## config.mk

```make
export PLATFORM = sky130hd
export DESIGN_NAME = fetch_sequencer
export DESIGN_NICKNAME = d
export VERILOG_FILES = /design/src/rtl/fetch_sequencer_pkg.sv /design/src/rtl/redirect_priority_enc.sv /design/src/rtl/fetch_sequencer.sv
export SDC_FILE = /design/constraint.sdc
export NUM_CORES = 1
export LEC_CHECK = 0
export CORE_UTILIZATION = 65
export DETAILED_ROUTE_END_ITERATION = 8
export DONT_BUFFER_PORTS = 1
export PLACE_DENSITY = 0.81
export RECOVER_POWER = 25
export SYNTH_ARGS = -nofsm -noshare
export SYNTH_HDL_FRONTEND = slang
export SYNTH_SLANG_ARGS = --single-unit
```

## constraint.sdc

```tcl
create_clock -name i_clock -period 5.7 [get_ports i_clock]
set_input_delay 0.855 -clock i_clock [delete_from_list [all_inputs] [get_ports i_clock]]
set_output_delay 0.855 -clock i_clock [all_outputs]
set_load 0.01 [all_outputs]
```

## src/rtl/fetch_sequencer_pkg.sv

```systemverilog
// rtl/fetch_sequencer_pkg.sv - shared state encodings and PC-select indices for the fetch sequencer
package fetch_sequencer_pkg;

  localparam int STATE_W = 3;

  typedef enum logic [STATE_W-1:0] {
    ST_IDLE  = 3'd0,
    ST_RUN   = 3'd1,
    ST_FLUSH = 3'd2,
    ST_STEP  = 3'd3,
    ST_HALT  = 3'd4
  } state_e;

  localparam int NB_SEL       = 3;
  localparam int SEL_BRANCH   = 0;
  localparam int SEL_JUMP_INM = 1;
  localparam int SEL_JUMP_RS  = 2;

  // States in which the cycle counter advances.
  function automatic logic is_counting(input state_e s);
    return (s == ST_RUN) || (s == ST_FLUSH) || (s == ST_STEP);
  endfunction

endpackage

```

## src/rtl/redirect_priority_enc.sv

```systemverilog
// rtl/redirect_priority_enc.sv - decode flags + stall to one-hot PC source select and redirect flag
module redirect_priority_enc
  import fetch_sequencer_pkg::*;
(
  input  logic              i_enable,
  input  logic              i_stall,
  input  logic              i_halt,
  input  logic              i_jump_inm,
  input  logic              i_jump_rs,
  input  logic              i_branch,
  input  logic              i_branch_taken,
  output logic [NB_SEL-1:0] o_sel,
  output logic              o_redirect
);

  always_comb begin
    o_sel = '0;
    // Stall and halt both override any redirect; ID re-presents or the core stops.
    if (i_enable && !i_stall && !i_halt) begin
      if (i_jump_rs) begin
        o_sel[SEL_JUMP_RS] = 1'b1;
      end else if (i_jump_inm) begin
        o_sel[SEL_JUMP_INM] = 1'b1;
      end else if (i_branch && i_branch_taken) begin
        o_sel[SEL_BRANCH] = 1'b1;
      end
    end
    o_redirect = |o_sel;
  end

endmodule

```

## src/rtl/fetch_sequencer.sv

```systemverilog
// rtl/fetch_sequencer.sv - fetch-stage control FSM: PC enable, PC source select, NOP squash, run/halt, cycle counter
// Optional single-step mode enabled by defining FETCH_SEQ_STEP_EN.
module fetch_sequencer
  import fetch_sequencer_pkg::*;
#(
  parameter int NB_CNT   = 32,
  parameter int NB_STATE = 3
) (
  input  logic                i_clock,
  input  logic                i_reset,
  input  logic                i_start,
  input  logic                i_step,
  input  logic                i_stall,
  input  logic                i_dec_jump_inm,
  input  logic                i_dec_jump_rs,
  input  logic                i_dec_branch,
  input  logic                i_branch_taken,
  input  logic                i_dec_halt,
  output logic                o_pc_en,
  output logic                o_jump_inm,
  output logic                o_jump_rs,
  output logic                o_branch,
  output logic                o_nop_reg,
  output logic                o_halted,
  output logic [NB_STATE-1:0] o_state,
  output logic [NB_CNT-1:0]   o_cycle_count
);

  state_e              state_q, state_d;
  logic                nop_q, nop_d;
  logic                halted_q, halted_d;
  logic [NB_CNT-1:0]   cnt_q, cnt_d;
  logic [NB_SEL-1:0]   sel;
  logic                redirect;
  logic                fetch_active;
  logic                pc_en;

`ifdef FETCH_SEQ_STEP_EN
  logic from_step_q, from_step_d;
  assign fetch_active = (state_q == ST_RUN) || (state_q == ST_STEP);
`else
  logic unused_step;
  assign unused_step  = i_step;
  assign fetch_active = (state_q == ST_RUN);
`endif

  redirect_priority_enc u_redirect_priority_enc (
    .i_enable       (fetch_active),
    .i_stall        (i_stall),
    .i_halt         (i_dec_halt),
    .i_jump_inm     (i_dec_jump_inm),
    .i_jump_rs      (i_dec_jump_rs),
    .i_branch       (i_dec_branch),
    .i_branch_taken (i_branch_taken),
    .o_sel          (sel),
    .o_redirect     (redirect)
  );

  always_comb begin
    state_d = state_q;
    pc_en   = 1'b0;
    case (state_q)
      ST_IDLE: begin
        if (i_start) begin
          state_d = ST_RUN;
`ifdef FETCH_SEQ_STEP_EN
        end else if (i_step) begin
          state_d = ST_STEP;
`endif
        end
      end
`ifdef FETCH_SEQ_STEP_EN
      ST_RUN, ST_STEP: begin
`else
      ST_RUN: begin
`endif
        pc_en = !i_stall;
        if (!i_stall) begin
          if (i_dec_halt) begin
            pc_en   = 1'b0;
            state_d = ST_HALT;
          end else if (redirect) begin
            state_d = ST_FLUSH;
          end else if (state_q == ST_STEP) begin
            state_d = ST_IDLE;
          end
        end
      end
      // ID holds the squashed wrong-path slot here, so decode flags are ignored.
      ST_FLUSH: begin
        pc_en = !i_stall;
        if (!i_stall) begin
`ifdef FETCH_SEQ_STEP_EN
          state_d = from_step_q ? ST_IDLE : ST_RUN;
`else
          state_d = ST_RUN;
`endif
        end
      end
      ST_HALT: state_d = ST_HALT;
      default: state_d = ST_IDLE;
    endcase
    if (i_reset) begin
      state_d = ST_IDLE;
    end

    nop_d    = (state_d == ST_FLUSH);
    halted_d = (state_d == ST_HALT);

    cnt_d = cnt_q;
    if (i_reset) begin
      cnt_d = '0;
    end else if (is_counting(state_q) && !(&cnt_q)) begin
      cnt_d = cnt_q + 1'b1;
    end
  end

`ifdef FETCH_SEQ_STEP_EN
  // Remembers that the current flush came from a single step, so it falls back to IDLE.
  always_comb begin
    from_step_d = from_step_q;
    if (i_reset || state_d != ST_FLUSH) begin
      from_step_d = 1'b0;
    end else if (state_q == ST_STEP) begin
      from_step_d = 1'b1;
    end
  end

  always_ff @(posedge i_clock) begin
    from_step_q <= from_step_d;
  end
`endif

  always_ff @(posedge i_clock) begin
    state_q  <= state_d;
    nop_q    <= nop_d;
    halted_q <= halted_d;
    cnt_q    <= cnt_d;
  end

  assign o_pc_en       = pc_en;
  assign o_jump_inm    = sel[SEL_JUMP_INM];
  assign o_jump_rs     = sel[SEL_JUMP_RS];
  assign o_branch      = sel[SEL_BRANCH];
  assign o_nop_reg     = nop_q;
  assign o_halted      = halted_q;
  assign o_state       = NB_STATE'(state_q);
  assign o_cycle_count = cnt_q;

endmodule
```

==> results.md <==
- Outcome: finished, final reports clean
- Main area contributors after synthesis: dfxtp_1 39%, a21oi_1 5.8%, nor2_1 5.1%, nand3_1 3.7%, nand2_1 3.6%
- Synthesized instance count: 232
- Yosys top cell area share: 38.92%
- RSZ-0062 raised after global routing: no
- Leakage: 0.5916 nW
- CTS buffer count: 5
- Max_cap viols: 0
- Initial antenna violation count: 0
- WP data arrival: 1750 ps
- # IOs: 51
- FP Rows: 19
- Critical Path Start Type: flip-flop
- Die width: 56.11 microns
- Final design utilization: 71.23%
- Core area: 2758 sq um
- Wire per inst: 16.14 microns
- Pre-CTS setup slack: 3184 ps
- Largest net degree at the start of global routing: 40
- WL final: 4261 microns
- Primary FF master, synth: dfxtp_1
- Post-DP Area: 1922 sq um
- Gr usage total: 28.59%
- Net count after synthesis: 243
- # fillers: 220
- Final Skew: 4.347 ps
- Die ar.: 3148 sq um
- Synthesis Warnings: 0
- Post-synth ARST share: 0%
- First-pass DRT Iterations: 4
- Final setup fails: 0
- Root Driver: clkbuf_4
- Total chip power: 0.4102 mW
- Seq cells post-synth: 37
- CP Capture Type: output port
- CTS tree: yes
- Worst path required time: 4850 ps
- # hold bufs at CTS: 0
- Worst path slowest cell: dfxtp_1
- Crit path kind: reg -> out
- Max reg flops: 32
- Footprint of the multi-input gates: 1131 sq um
- Post-synth top area cell: dfxtp_1
- Relative slew slack: 49.61%
- HP Start: i_reset
- Port bufs: 0
- Crit Path Max Fanout: 9
- Synthesized area per cell: 8.203 sq um
- CP startpoint: o_state[0]
- Vias/cell: 6.765
- First-pass GRT wire length: 7107 microns
- Post-synth top cells: 37 x dfxtp_1, 26 x nor2_1, 22 x a21oi_1, 18 x nand2_1, 14 x nand3_1
- Top-count cell post-synth: dfxtp_1
- Share of cells above drive strength 1: 9.442%
- H-Tree Depth: 2
- Post-CTS sizing: 0
- GPL Wtd Cong: 0.8650
- Hold_ws: 564.2 ps
- Clock slew at reported path FFs: 100 ps
- DR vias: 1,786
- Post-Syn Area: 1903 sq um
- Min Tclk post-route: 2609 ps
- Final routed DRC violation total: 0
- Setup TNS: 0 ps
- Max Root-Sink Buffers: 2
- Clk_lat worst skew: 340 ps
- Fin area: 1964 sq um
- Register area: 740.7 sq um
- DR iter-0 viols: 102
- Post-synth EDFFs: 0
- VDD IR max: 0.0002237 V
- Grt ovf: 0
- DP Cell Count: 258
- Post-route ant nets: 0
- Clock Sinks: 37
- Sequence of cells on the critical path: nor2b_1, nand3b_1, nor4_1
- Initial core utilization: 69.01%
- Worst Tran Pin Value: 751.3 ps
- Area Growth Syn to Fin: 3.221%
- Vias in the first global route: 1,596
- Highest clock rate: 0.3834 GHz
- Pwr dens: 208.8 nW/um^2
- Worst setup margin: 3091 ps
- Antenna Cells: 0
- Post-synthesis sequential area ratio: 38.92%
- Post-Layout Cell Count: 264
- Final Cycle Share: 45.76%
- Final hold vios: 0
- Pins over their slew limit: 0
- Max incr delay on CP: 520 ps
- Netlist cell types: 42
- RR Startpoint: o_cycle_count[4]
- Die Y: 56.11 microns
- NumNets Final: 245
- Setup Buffers After CTS: 0
- Hold Path Class: in -> reg
- Hpwl dp: 3045 microns
routing by layer:
layer	up-vias	wire length, microns	global-route usage (%)
li1	872	-	-
met1	841	1767	32.74
met2	66	2124	46.94
met3	7	301	10.00
met4	0	68	14.63
met5	-	0	0
kinds of logic (layout without fill, tap and decap cells):
| family | after synthesis | in the layout | synth area share (%) |
|---|---|---|---|
| and+or+nand+nor | 119 | 119 | 35.50 |
| adders and majority gates | 1 | 1 | 0.6574 |
| muxes | 3 | 3 | 1.775 |
| buffers and inverters | 8 | 9 | 1.643 |
| AOI/OAI and AO/OA | 53 | 53 | 16.44 |
| DFF | 37 | 37 | 38.92 |
| xor gates and xnor gates | 11 | 11 | 5.062 |
cell type report:
type                       count  area share (%)
tap                           31           1.975
clock buffer                   5           1.911
inverter                       3          0.5732
multi-input combinational    187           57.58
sequential                    37           37.71
clock inverter                 1          0.2548
cells in the final DEF, fill, tap and decap left out, types with 2 or more instances in the layout:
cell | netlist | routed
and4_1 | 3 | 3
o311ai_0 | 2 | 2
or3_1 | 9 | 9
or2_2 | 2 | 2
a31oi_1 | 4 | 4
nor3_1 | 12 | 12
clkbuf_4 | 0 | 5
nor4_1 | 4 | 4
inv_1 | 3 | 3
nand3_1 | 14 | 14
mux2_2 | 3 | 3
nor2b_1 | 5 | 5
dfxtp_1 | 37 | 37
xnor2_1 | 6 | 6
nand2_1 | 18 | 18
and3_1 | 2 | 2
nand4_1 | 9 | 9
nand3b_1 | 2 | 2
o21ai_0 | 13 | 13
o31ai_1 | 3 | 3
or4_1 | 3 | 3
xor2_1 | 5 | 5
nor2_1 | 26 | 26
or3_4 | 2 | 2
a21oi_1 | 22 | 22
a211oi_1 | 3 | 3
critical path, delay by kind of cell, from the launching register on:
kind | cells | cell delay [ps]
and+or+nand+nor | 3 | 880
DFF | 1 | 520
power breakdown:
part	switching [mW]	total, mW	internal (mW)	leakage (nW)
Sequential	0.00715	0.269	0.262	0.299
Clock	0.0825	0.125	0.0428	0.0269
Combinational	0.00864	0.0159	0.00730	0.266
Total	0.0983	0.410	0.312	0.592
path summary, 6_finish.rpt:
check                           end  slack (ps)  depth (start not counted)
hold reg to reg   o_cycle_count[31]         580                          2
setup reg to reg  o_cycle_count[22]        3210                          5
setup / recovery           o_branch        3090                          3
hold / removal    o_cycle_count[18]         560                          1
No activity file was read; power rests on OpenSTA's default activity.
